$ cat src/rtl/mcu_spi.sv
// mcu_spi: SPI mode-0 slave bridging the IO MCU to the hid/osd/sdc targets.
// Pins are oversampled on clk. Byte 0 of each chip-select frame picks the
// target, byte 1 is the command (data_start=1), and later bytes are payload.
// Handshake: a target strobe is a one-cycle valid with no ready; data_out and
// data_start are stable in the strobe cycle and held until the next strobe.
module mcu_spi #(
    parameter int          SYNC_STAGES = 2,
    parameter logic [7:0]  VERSION     = 8'h5c
) (
    input  logic       clk,
    input  logic       reset,
    input  logic       spi_ss_n,
    input  logic       spi_sclk,
    input  logic       spi_mosi,
    output logic       spi_miso,
    output logic [7:0] data_out,
    output logic       data_start,
    output logic       hid_strobe,
    output logic       osd_strobe,
    output logic       sdc_strobe,
    input  logic [7:0] hid_din,
    input  logic [7:0] osd_din,
    input  logic [7:0] sdc_din,
    input  logic       hid_irq,
    input  logic       sdc_irq,
    output logic       hid_iack,
    output logic       sdc_iack,
    output logic       irq_n
);

    logic [SYNC_STAGES-1:0] ss_sync, sclk_sync, mosi_sync;
    logic       ss_prev, sclk_prev;
    logic       ss_s, sclk_s, mosi_s;
    logic       sclk_rise, sclk_fall, ss_fall, ss_rise;

    logic       frame_active;
    logic [2:0] bit_cnt;
    logic [1:0] byte_idx;
    logic [7:0] rx_sr;
    logic [7:0] rx_next;
    logic [7:0] tx_sr;
    logic [7:0] target;

    logic       done_q;
    logic [7:0] done_byte;
    logic [1:0] done_idx;
    logic       load_q;
    logic [1:0] load_idx;
    logic       cmd_zero;
    logic       ver_next;
    logic [1:0] status;
    logic [7:0] load_val;
    logic       tgt_routed;

    // Synchronisers are deliberately not reset: they keep tracking the pins
    // during reset, so releasing reset mid-frame cannot fabricate an edge.
    always_ff @(posedge clk) begin
        ss_sync   <= {ss_sync[SYNC_STAGES-2:0], spi_ss_n};
        sclk_sync <= {sclk_sync[SYNC_STAGES-2:0], spi_sclk};
        mosi_sync <= {mosi_sync[SYNC_STAGES-2:0], spi_mosi};
        ss_prev   <= ss_sync[SYNC_STAGES-1];
        sclk_prev <= sclk_sync[SYNC_STAGES-1];
    end

    assign ss_s      = ss_sync[SYNC_STAGES-1];
    assign sclk_s    = sclk_sync[SYNC_STAGES-1];
    assign mosi_s    = mosi_sync[SYNC_STAGES-1];
    assign sclk_rise = sclk_s & ~sclk_prev;
    assign sclk_fall = ~sclk_s & sclk_prev;
    assign ss_fall   = ~ss_s & ss_prev;
    assign ss_rise   = ss_s & ~ss_prev;
    assign rx_next   = {rx_sr[6:0], mosi_s};
    assign tgt_routed = (target == 8'd1) || (target == 8'd2) || (target == 8'd3);
    assign spi_miso  = tx_sr[7];

    // Reply byte for the next MISO byte, chosen by which byte just completed.
    always_comb begin
        load_val = 8'h00;
        if (load_idx != 2'd0) begin
            case (target)
                8'd1:    load_val = hid_din;
                8'd2:    load_val = osd_din;
                8'd3:    load_val = sdc_din;
                8'd0: begin
                    if (load_idx == 2'd1)
                        load_val = cmd_zero ? {6'b0, status} : 8'h00;
                    else
                        load_val = ver_next ? VERSION : 8'h00;
                end
                default: load_val = 8'h00;
            endcase
        end
    end

    // Frame deframing, byte routing, MISO shifting and irq aggregation.
    always_ff @(posedge clk) begin
        if (reset) begin
            frame_active <= 1'b0;
            bit_cnt      <= 3'd0;
            byte_idx     <= 2'd0;
            rx_sr        <= 8'h00;
            tx_sr        <= 8'h00;
            target       <= 8'h00;
            done_q       <= 1'b0;
            done_byte    <= 8'h00;
            done_idx     <= 2'd0;
            load_q       <= 1'b0;
            load_idx     <= 2'd0;
            cmd_zero     <= 1'b0;
            ver_next     <= 1'b0;
            status       <= 2'b00;
            data_out     <= 8'h00;
            data_start   <= 1'b0;
            hid_strobe   <= 1'b0;
            osd_strobe   <= 1'b0;
            sdc_strobe   <= 1'b0;
            hid_iack     <= 1'b0;
            sdc_iack     <= 1'b0;
            irq_n        <= 1'b1;
        end else begin
            irq_n      <= ~(hid_irq | sdc_irq);
            hid_strobe <= 1'b0;
            osd_strobe <= 1'b0;
            sdc_strobe <= 1'b0;
            hid_iack   <= 1'b0;
            sdc_iack   <= 1'b0;
            done_q     <= 1'b0;
            load_q     <= done_q;
            load_idx   <= done_idx;

            // Act on the byte completed last cycle.
            if (done_q) begin
                case (done_idx)
                    2'd0: begin
                        target   <= done_byte;
                        cmd_zero <= 1'b0;
                    end
                    2'd1: begin
                        if (tgt_routed) begin
                            data_out   <= done_byte;
                            data_start <= 1'b1;
                        end
                        hid_strobe <= (target == 8'd1);
                        osd_strobe <= (target == 8'd2);
                        sdc_strobe <= (target == 8'd3);
                        if (target == 8'd0 && done_byte == 8'h00) begin
                            cmd_zero <= 1'b1;
                            status   <= {sdc_irq, hid_irq};
                            hid_iack <= hid_irq;
                            sdc_iack <= sdc_irq;
                        end
                    end
                    default: begin
                        if (tgt_routed) begin
                            data_out   <= done_byte;
                            data_start <= 1'b0;
                        end
                        hid_strobe <= (target == 8'd1);
                        osd_strobe <= (target == 8'd2);
                        sdc_strobe <= (target == 8'd3);
                    end
                endcase
            end

            if (ss_fall) begin
                frame_active <= 1'b1;
                bit_cnt      <= 3'd0;
                byte_idx     <= 2'd0;
                tx_sr        <= 8'h00;
            end else if (ss_rise) begin
                frame_active <= 1'b0;
                bit_cnt      <= 3'd0;
                byte_idx     <= 2'd0;
                tx_sr        <= 8'h00;
                load_q       <= 1'b0;
            end else if (frame_active && !ss_s) begin
                if (sclk_rise) begin
                    rx_sr   <= rx_next;
                    bit_cnt <= bit_cnt + 3'd1;
                    if (bit_cnt == 3'd7) begin
                        done_q    <= 1'b1;
                        done_byte <= rx_next;
                        done_idx  <= byte_idx;
                        if (byte_idx != 2'd2)
                            byte_idx <= byte_idx + 2'd1;
                    end
                end
                if (sclk_fall && bit_cnt != 3'd0)
                    tx_sr <= {tx_sr[6:0], 1'b0};
                if (load_q) begin
                    tx_sr <= load_val;
                    if (target == 8'd0 && load_idx == 2'd1)
                        ver_next <= cmd_zero;
                    else if (load_idx == 2'd2)
                        ver_next <= 1'b0;
                end
            end
        end
    end

endmodule

$ cat config.mk
export PLATFORM = sky130hd
export DESIGN_NAME = mcu_spi
export DESIGN_NICKNAME = d
export VERILOG_FILES = /design/src/rtl/mcu_spi.sv
export SDC_FILE = /design/constraint.sdc
export NUM_CORES = 1
export LEC_CHECK = 0
export ABC_AREA = 1
export BUFFER_PORTS_ARGS = -buffer_cell sky130_fd_sc_hd__buf_2
export CAP_MARGIN = 20
export CORE_UTILIZATION = 35
export CTS_CLUSTER_SIZE = 14
export DETAILED_ROUTE_END_ITERATION = 16
export GPL_TIMING_DRIVEN = 0
export PLACE_DENSITY = 0.64
export SLEW_MARGIN = 30
export SYNTH_ARGS = -nofsm -noshare
export SYNTH_HDL_FRONTEND = slang
export SYNTH_SLANG_ARGS = --single-unit
$ cat constraint.sdc
create_clock -name clk -period 1.8 [get_ports clk]
set_input_delay 0.27 -clock clk [delete_from_list [all_inputs] [get_ports clk]]
set_output_delay 0.27 -clock clk [all_outputs]
set_load 0.05 [all_outputs]
### Word level (Yosys, flattened, before mapping)

Cells that the tools add are included.

* register bits after elaboration: 70
* input port bits: 31
* output and inout bits: 16
* word-level logic and storage cells: 105

* $add $sub $neg: 2
* eq/ne operators: 9
* mux-type cells: 19
* bitwise gates (word level): 18
* reductions and logical operators: 30

Operators with widths (count)
* $pmux 8 s4: 1
* $mux 8: 3
* $eq 8x2->1 const B: 2
* $logic_not 8->1: 2
* $mux 7: 2
* $not 1->1: 13
* $mux 1: 10
* $reduce_and 5->1: 2
* $reduce_bool 2->1: 5
* $reduce_and 3->1: 3
* $eq 8x1->1 const B: 1
* $reduce_and 4->1: 2
* $reduce_and 2->1: 3
* $reduce_or 3->1: 2
* $reduce_or 5->1: 1
* $and 1x1->1: 4
* $eq 2x1->1 const B: 2
* $logic_and 1x1->1: 4
* $ne 2x2->1 const B: 2
* $pmux 1 s2: 2
* $reduce_or 4->1: 1
* $add 3x1->3 const B: 1
* $eq 3x3->1 const B: 1
* $reduce_bool 3->1: 1
* other kinds (7): 8

### Longest topological paths before layout

Gate-level depths: netlist (run 1).

* depth after elaboration: 5
* depth in mapped cells: 11
* depth with buffers taken out: 10

### Worst setup path before layout (run 1)

Ideal clock, no wire load.

* kind: reg-to-reg
* start point: register ss_sync[1]
* end point: register done_byte[7]
* library setup time: 0.116 ns
* arrival: 1.287 ns
* data required time: 1.684 ns
* setup slack: 0.397 ns
* cell stages (with the launch flop): 9
* path buffers: 1
* period minus slack after synthesis: 1.403 ns
* cells stage by stage: dfxtp_1 inv_2 ha_1 nand2_8 nor2_8 inv_4 buf_8 o21ai_2 a21oi_2

* longest elaborated chain between the ends: 4
* elaborated cells on any way between the ends: 8
* those cells by class: bitwise: 5; reduce/logical: 3

RTL lines
* from (decl): RTL line 31 `logic [SYNC_STAGES-1:0] ss_sync, sclk_sync, mosi_sync;`
* from (signal assigned): RTL line 58 `ss_sync <= {ss_sync[SYNC_STAGES-2:0], spi_ss_n};`
* $not 1->1: RTL line 70 `assign ss_fall = ~ss_s & ss_prev;`
* $and 1x1->1: RTL line 70
* $not 1->1 (no line)
* $reduce_and 5->1 (no line) *
* to (signal assigned): RTL line 182 `done_byte <= rx_next;`
* to (decl): RTL line 45 `logic [7:0] done_byte;`

Every way passes the cells marked *; elsewhere a longest branch is shown, timed or not.
A chain may end at the register's enable or synchronous reset.

### Worst setup path in the final report (run 1)

* start point: register bit_cnt[0]
* end point: register tx_sr[6]

* longest elaborated chain between the ends: 4

RTL lines
* from (decl): RTL line 37 `logic [2:0] bit_cnt;`
* from (signal assigned): RTL line 179 `bit_cnt <= bit_cnt + 3'd1;`
* $reduce_bool 3->1: RTL line 188 `if (sclk_fall && bit_cnt != 3'd0)`
* $logic_and 1x1->1: RTL line 188
* $reduce_bool 2->1 (no line)
* $reduce_and 2->1 (no line)
* to (signal assigned): RTL line 189 `tx_sr <= {tx_sr[6:0], 1'b0};`
* to (signal assigned): RTL line 191 `tx_sr <= load_val;`
* to (decl): RTL line 41 `logic [7:0] tx_sr;`

Every way passes these cells.

==> results by stage, run 1 <==
Timing:
- The clock skew after layout is 0.01130 ns.
- The slew of the pin with the lowest slew margin is 0.5038 ns.
- The count of final setup violators is 0.
- The tightest hold margin is 0.02080 ns.
- After routing, the total negative slack on setup checks comes to 0 ns.
- The final count of hold timing violations is 0.
- The fmax is 648.8 MHz.
- The fraction of the cycle the final worst path needs is 85.62%.
- Setup repair after global routing left no endpoint under its margin.
- The clock period could shrink to 1.541 ns.
- The count of final max-slew check failures came to 0.
- In this run the tightest slew margin relative to its limit is 66.41%.

Floorplanning:
- The number of placement rows is 32.
- The initial utilization of the core area, before any placement, comes to 36.85%.
- During I/O placement, the number of pins put on the boundary was 47.
- The core region is 7888 µm².
- The vertical die dimension is 93.13 µm.
- The floorplan step defined a die boundary enclosing 8673 µm².
- The die is 93.13 µm wide.

Synthesis:
- After synthesis, the most frequently instantiated cells are sky130_fd_sc_hd__dfxtp_1 (70), sky130_fd_sc_hd__nand2_1 (62), sky130_fd_sc_hd__o21ai_0 (42), sky130_fd_sc_hd__a21oi_1 (39), sky130_fd_sc_hd__inv_1 (39).
- By area the synthesized netlist is led by sky130_fd_sc_hd__dfxtp_1 (48%), sky130_fd_sc_hd__nand2_1 (8.0%), sky130_fd_sc_hd__o21ai_0 (7.2%), sky130_fd_sc_hd__a21oi_1 (6.7%), sky130_fd_sc_hd__nand3_1 (5.7%).
- The largest total area in the synthesized netlist belongs to sky130_fd_sc_hd__dfxtp_1.
- Summed over its instances, the top area cell type makes up 48.21% of the synthesized netlist area.
- After synthesis, the share of flip-flops with an asynchronous set or reset is 0%.
- After synthesis, the mean cell area works out to 7.710 µm².
- Yosys instantiated no cell more often than sky130_fd_sc_hd__dfxtp_1.
- The number of warnings printed during yosys synthesis is 0.
- The total nets after synthesis is 414.
- The leading register cell type out of synthesis is sky130_fd_sc_hd__dfxtp_1.
- Summing every instance area after synthesis gives 2907 µm².
- Sequential cells were found to cover 48.21% of the synthesized design area.
- In the synthesized netlist, the number of instances is 377.
- The number of enable-type register cells in the synthesized netlist is 0.
- The number of synthesized register bits is 70.
- The number of different library cells used by synthesis comes to 31.

Setup path:
- The cell type group with the largest total delay on the critical path is simple AND/OR/NAND/NOR gates.
- The peak per-stage delay on the critical path is 0.34 ns.
- Counting stages on the worst path, the most repeated cell is sky130_fd_sc_hd__nand2_1.
- The worst setup path is launched from a flip-flop.
- The reg-to-reg critical path startpoint is bit_cnt[0].
- Together, buffers and inverters on the worst path number 1.
- The kind of end point of the critical path is a flip-flop.
- In this run the critical register-to-register path is captured at tx_sr[6].
- The number of cells on the worst reg-to-reg path is 7.
- The critical path is of the flip-flop to flip-flop type.
- The top fanout value on the critical path is 9.
- Traced cell by cell, the critical path runs through inv_1 > ha_1 > nand2_1 > nand4_1 > nand2_1 > o21ai_0 > a21oi_1.
- The critical path data arrival time is 1.82 ns.
- The required time at the endpoint of the critical path is 2.08 ns.
- The minimum setup slack among reg-to-reg paths is 0.26 ns.
- The highest-delay cell along the critical path is sky130_fd_sc_hd__dfxtp_1.

Layout:
- The core occupancy in the finished layout is 44.46%.
- The fraction of layout instances using a drive strength above 1 is 20.68%.
- The footprint of the multi-input gates is 1265 µm².
- The signed area change from the synthesized netlist to the final layout is 20.66%.
- Registers take 1401 µm².
- The number of fill cells in the layout is 785.
- The design area is 3507 µm².
- The net count of the finished layout is 472.
- The number of antenna diodes in the final layout is 0.

Detailed routing:
- The total detailed-routing wirelength is 6282 µm.
- The first detailed-routing pass took 4 iterations.
- The wire length per cell is 11.59 µm.
- The total vias in the final route is 2552.
- The residual DRC count is 0.
- The antenna violation net count after detailed routing is 0.
- In the routed layout, each cell is associated on average with a via count of 4.708.
- After the first detailed-routing iteration, the DRC count stood at 114.

Placed design:
- After legalization and detailed placement, the total HPWL measured 4668 µm.
- Port buffering added 46 buffers.
- The congestion estimate from routability-driven global placement came to 0.8819.
- The cell area after placement is 3264 µm².

GRT:
- Global routing finished with a remaining overflow of 0.
- The number of antenna violations at the first check in global routing was 0.
- The number of global-route vias before repair is 2460.
- The total track usage is 15.78%.
- The first global-routing pass estimated 10680 µm of wire.
- Entering global routing, the biggest net connects 14 pins.

Power:
- Dividing total power by cell area gives a power density of 891.5 nW/µm².
- The leakage power figure is 1.626 nW.
- Across the VDD grid, the largest voltage drop is 0.0003464 V.

CTS:
- The clock root buffer is sky130_fd_sc_hd__clkbuf_8.
- In this run the deepest clock path goes through 2 buffers.
- TritonCTS built the clock tree.
- At the later pin of the worst-skew pair, clock insertion delay measures 0.35 ns.
- Clock-pin slew was measured on the worst setup and hold paths at 0.08 ns.
- Post-CTS timing repair inserted 0 buffers for setup.
- The clock buffer count from CTS is 9.
- The clock net in this run drives a total of 70 sinks.
- The H-tree depth reported by CTS is 3.

Worst hold path:
- The count of cells along the worst hold path is 1.
- The path with the worst hold slack has its endpoint at ss_sync[0].
- The startpoint of the lowest-slack hold path is spi_ss_n.
- The min-delay analysis places its worst path in the category input port to flip-flop.

Job:
- The tool flagged a number of max-cap violations equal to 0.

Run status:
- The run finished with clean final reports.
[worst max-delay path by stage]
stage               slack, ns  cells after the start  startpoint           end
floorplan                0.40                      8  ss_sync[1]  done_byte[7]
global placement         0.17                      8  ss_sync[1]      tx_sr[2]
detailed placement       0.15                      8  ss_sync[1]      tx_sr[6]
CTS                      0.13                      8  ss_sync[1]      tx_sr[6]
global route             0.09                      7  bit_cnt[0]      tx_sr[7]
finish                   0.26                      7  bit_cnt[0]      tx_sr[6]
[where the power goes]
group | internal [mW] | total, mW | leakage [nW] | switching (mW)
logic | 0.0426 | 0.106 | 0.945 | 0.0632
registers | 1.56 | 1.57 | 0.567 | 0.00696
clock network | 0.827 | 1.45 | 0.113 | 0.625
[logic make-up after synthesis]
family	Yosys count	synth area share, %
adder cells (fa/ha/maj)	6	2.583
flip-flops	70	48.21
AO/OA/AOI/OAI	93	16.36
buffers and inverters	54	8.265
AND/OR/NAND/NOR	154	24.58
[cell type report]
type	count	share of cell area [%]
Buffer	9	1.819
Sequential cell	70	39.96
Clock inverter	6	2.676
Timing Repair Buffer	47	6.850
Clock buffer	10	3.924
Tap cell	102	3.639
Multi-Input combinational cell	253	36.07
Inverter	45	5.066
[layer usage]
| layer | share of wire [%] | vias to the layer above | routed length [µm] | track usage (%) |
|---|---|---|---|---|
| li1 | - | 1351 | - | - |
| met1 | 48 | 1136 | 3001 | 20.20 |
| met2 | 46 | 51 | 2888 | 24.26 |
| met3 | 4.3 | 14 | 270 | 3.252 |
| met4 | 1.9 | 0 | 121 | 9.744 |
| met5 | 0 | - | 0 | 0 |
[cell usage in the layout (no fill, tap or decap), types with 2 or more instances in the layout]
cell type                   instances
sky130_fd_sc_hd__a21oi_1           39
sky130_fd_sc_hd__buf_2             48
sky130_fd_sc_hd__buf_6              2
sky130_fd_sc_hd__bufinv_16          2
sky130_fd_sc_hd__clkbuf_1           2
sky130_fd_sc_hd__clkbuf_8          10
sky130_fd_sc_hd__clkinv_4           2
sky130_fd_sc_hd__dfxtp_1           70
sky130_fd_sc_hd__ha_1               6
sky130_fd_sc_hd__inv_1             39
sky130_fd_sc_hd__inv_2              3
sky130_fd_sc_hd__inv_6              2
sky130_fd_sc_hd__nand2_1           62
sky130_fd_sc_hd__nand2_2            4
sky130_fd_sc_hd__nand3_1           33
sky130_fd_sc_hd__nand4_1            2
sky130_fd_sc_hd__nor2_1            36
sky130_fd_sc_hd__nor2_2             6
sky130_fd_sc_hd__nor3_1             3
sky130_fd_sc_hd__nor4_1             3
sky130_fd_sc_hd__o21ai_0           42
sky130_fd_sc_hd__o21ai_1            9
[what timing repair did]
action / in CTS / in global routing
endpoints found under the hold margin: 1 / 0
hold buffers: 1 / 0
resized for setup: 0 / 2
endpoints found under the setup margin: 0 / 6
[flip-flops by register name (all words and copies together), names as in the netlist, 2 cells and up]
signal     count
data_out       8
done_byte      8
target         8
tx_sr          8
rx_sr          7
bit_cnt        3
byte_idx       2
done_idx       2
load_idx       2
mosi_sync      2
sclk_sync      2
ss_sync        2
status         2
[per-stage QoR]
| step | cells | worst slack [ns] | total power [mW] |
|---|---|---|---|
| after floorplan | 377 | 0.3973 | 1.657 |
| after detailed placement | 525 | 0.1498 | 1.708 |
| final | 542 | 0.2588 | 3.126 |
| after global routing | 542 | 0.08593 | 3.245 |
| after global placement | 525 | 0.1674 | 1.706 |
| after CTS | 542 | 0.1289 | 3.160 |
Power figures use the tool's default switching activity.
==> run 2: changes to the inputs <==
--- a/config.mk
+++ b/config.mk
@@ -8,6 +8,7 @@
 export ABC_AREA = 1
 export BUFFER_PORTS_ARGS = -buffer_cell sky130_fd_sc_hd__buf_2
 export CAP_MARGIN = 20
+export CORE_MARGIN = 2
 export CORE_UTILIZATION = 35
 export CTS_CLUSTER_SIZE = 14
 export DETAILED_ROUTE_END_ITERATION = 16
==> run 2 against run 1 <==
  * Die area rose by 4.3%
  * Sequential share of layout area about the same
  * Combinational power is essentially flat
  * Clock power hardly changed
  * Total power increased by 0.47%
  * Register-to-register slack is essentially flat
  * Critical path depth is the same
  * Count of clock-buffer cells in the layout is the same
  * Via count increased by 0.39%
  * Non-clock buffer count unchanged
  * Clock skew decreased by 0.0027 ns
  * Setup slack better by 0.0071 ns
  * Critical endpoint is now done_byte[1]
==> results by stage, run 2 (synthesis results as in run 1) <==
Run status:
- The flow ran to the end, and the final reports show no timing, DRC or antenna violations.

Detailed routing:
- The antenna violation net count after detailed routing is 0.
- Using the TritonRoute via totals, the vias-per-cell ratio works out to 4.701.
- The routed layout has 2562 vias.
- In the routed design, unresolved DRC markers number 0.
- After the first detailed-routing iteration, the DRC count stood at 133.
- The wire length per cell is 11.65 µm.
- The total detailed-routing wirelength is 6349 µm.
- For this run, the detailed router's first-pass iteration total came to 4.

Power:
- Summed over all nets, the switching power comes to 0.7101 mW.
- Cell internal power was estimated by the tool at 2.431 mW.
- The clock network is responsible for 46.8% of the overall power.
- VDD sags by at most 0.0003845 V.
- The design draws 3.141 mW.
- Of the total power, registers draw 49.9%.
- The fraction of power consumed by combinational cells is 3.3%.
- For this design the ratio of total power to cell area is 894.7 nW/µm².
- The net switching share of the total power is 22.61%.
- The leakage power figure is 1.626 nW.

Floorplanning:
- Measured along the y axis, the die boundary spans 95.13 µm.
- The core area is 8134 µm².
- For this configuration, the core starts out at a cell density of 35.73%.
- Row generation in the floorplan step produced 33 rows.
- The floorplan die width is 95.13 µm.
- The die outline area is 9050 µm².
- In this run the count of I/O pins placed on the die edge is 47.

Timing:
- The count of final setup violators is 0.
- The minimum clock period is 1.534 ns.
- The final count of hold timing violations came to 0.
- The fraction of the cycle the final worst path needs is 85.23%.
- The fmax is 651.8 MHz.
- The slew of the pin with the lowest slew margin is 0.4890 ns.
- The count of final max-slew check failures is 0.
- The clock skew after layout is 0.008611 ns.
- Setup repair after global routing left no endpoint under its margin.
- The max-slew headroom at the worst pin is 67.40%.
- The setup TNS after final layout is 0 ns.

CTS:
- After clock tree synthesis, the clock-pin slew on the worst setup and hold paths is 0.08 ns.
- Counting along the longest clock path gives a buffer depth of 2.
- The H-tree depth reported by CTS is 3.
- Once the clock tree was built, the setup fixing pass inserted 0 buffers.
- The TritonCTS clock tree is done.
- At the later pin of the worst-skew pair, clock insertion delay measures 0.35 ns.
- In this run, CTS created clock tree buffers numbering 9.
- The clock root buffer is sky130_fd_sc_hd__clkbuf_8.
- The tree built by TritonCTS fans out to 70 sinks.

Setup path:
- The signal on the critical path passes through inv_2 > ha_1 > nand2_8 > nor2_8 > inv_4 > o21ai_0 > a21oi_1.
- Data arrives at the worst endpoint at 1.77 ns.
- The startpoint type of the worst setup path is a flip-flop.
- The number of buffers and inverters on the critical path is 2.
- The slowest stage of the critical path is the sky130_fd_sc_hd__ha_1 cell.
- The type of the worst setup path is flip-flop to flip-flop.
- The cell type group with the largest total delay on the critical path is adder cells.
- The largest single stage delay on the critical path is 0.41 ns.
- STA classifies the critical path endpoint as a flip-flop.
- The required time at the endpoint of the critical path is 2.03 ns.
- Of all nets on the critical path, the largest fanout is 9.

GRT:
- The wire length of the first global-routing pass is 10410 µm.
- The number of global-route vias before repair came to 2310.
- The largest net degree at the start of global routing is 14.
- The number of antenna violations at the first check in global routing came to 0.
- The total congestion overflow is 0.
- Across every metal layer, demand over resource in global routing totals 14.93%.

Job:
- The max-cap check violation count is 0.

Layout:
- The final antenna diode count is 0.
- The final net count is 472.
- From synthesis to final layout, the design area changed by 20.79%.
- The most common cell after layout, fill and taps aside is sky130_fd_sc_hd__dfxtp_1.
- Cells with a size suffix above 1 make up 20.68% of the layout.
- Leaving out fill and tap cells, the most frequent cells in the layout are sky130_fd_sc_hd__dfxtp_1 (70), sky130_fd_sc_hd__nand2_1 (62), sky130_fd_sc_hd__buf_2 (48).
- The core occupancy in the finished layout is 43.16%.

Placed design:
- The HPWL reported at the end of detailed placement is 4735 µm.
- During placement, the flow inserted port buffers numbering 46.
- The placer's final routability congestion estimate is 0.8312.

Worst hold path:
- The worst hold path belongs to the class input port to flip-flop.
[run 2: layout make-up]
type,count,area (µm²)
Clock inverter,6,93.84
Tap cell,105,131.4
Fill cell,807,4623
Buffer,9,63.81
Clock buffer,10,137.6
Timing Repair Buffer,47,240.2
Sequential cell,70,1401
Multi-Input combinational cell,253,1265
Inverter,45,177.7
[run 2: timing repair]
item,4_1_cts,5_1_grt
hold buffers,0,1
gates resized for setup,0,2
hold endpoints to repair,0,1
endpoints found under the setup margin,0,8
[run 2: path summary, 6_finish.rpt]
check | start | to | slack, ns | cells after the start
worst max-delay path | ss_sync[1] | done_byte[1] | 0.27 | 7
worst min-delay path | spi_mosi | mosi_sync[0] | 0.02 | 1
worst max register to register | ss_sync[1] | done_byte[1] | 0.27 | 7
worst min register to register | ss_sync[0] | ss_sync[1] | 0.33 | 0
[run 2: power by group through the flow]
stage	logic, mW	clock network, mW	registers [mW]
5_1_grt	0.116	1.57	1.57
3_5_place_dp	0.103	0	1.60
2_1_floorplan	0.0485	0	1.61
4_1_cts	0.104	1.49	1.57
6_report	0.104	1.47	1.57
3_3_place_gp	0.102	0	1.60
[run 2: stage by stage]
step	setup slack, ns	cells	hold WS [ns]	instance area, µm²
after floorplan	0.3973	377	0.2977	2907
after global placement	0.1696	528	0.3130	3268
after detailed placement	0.1569	528	0.3121	3268
after CTS	0.1399	544	0.004053	3500
after global routing	0.1005	545	0.005931	3511
final	0.2658	545	0.02076	3511
[run 2: per-layer routing]
layer | part of all wire (%) | global-route usage, % | wire (µm)
met5 | 0 | 0 | 0
met4 | 2.0 | 6.643 | 127
met3 | 3.8 | 4.111 | 243
met2 | 46 | 23.00 | 2929
met1 | 48 | 19.48 | 3048
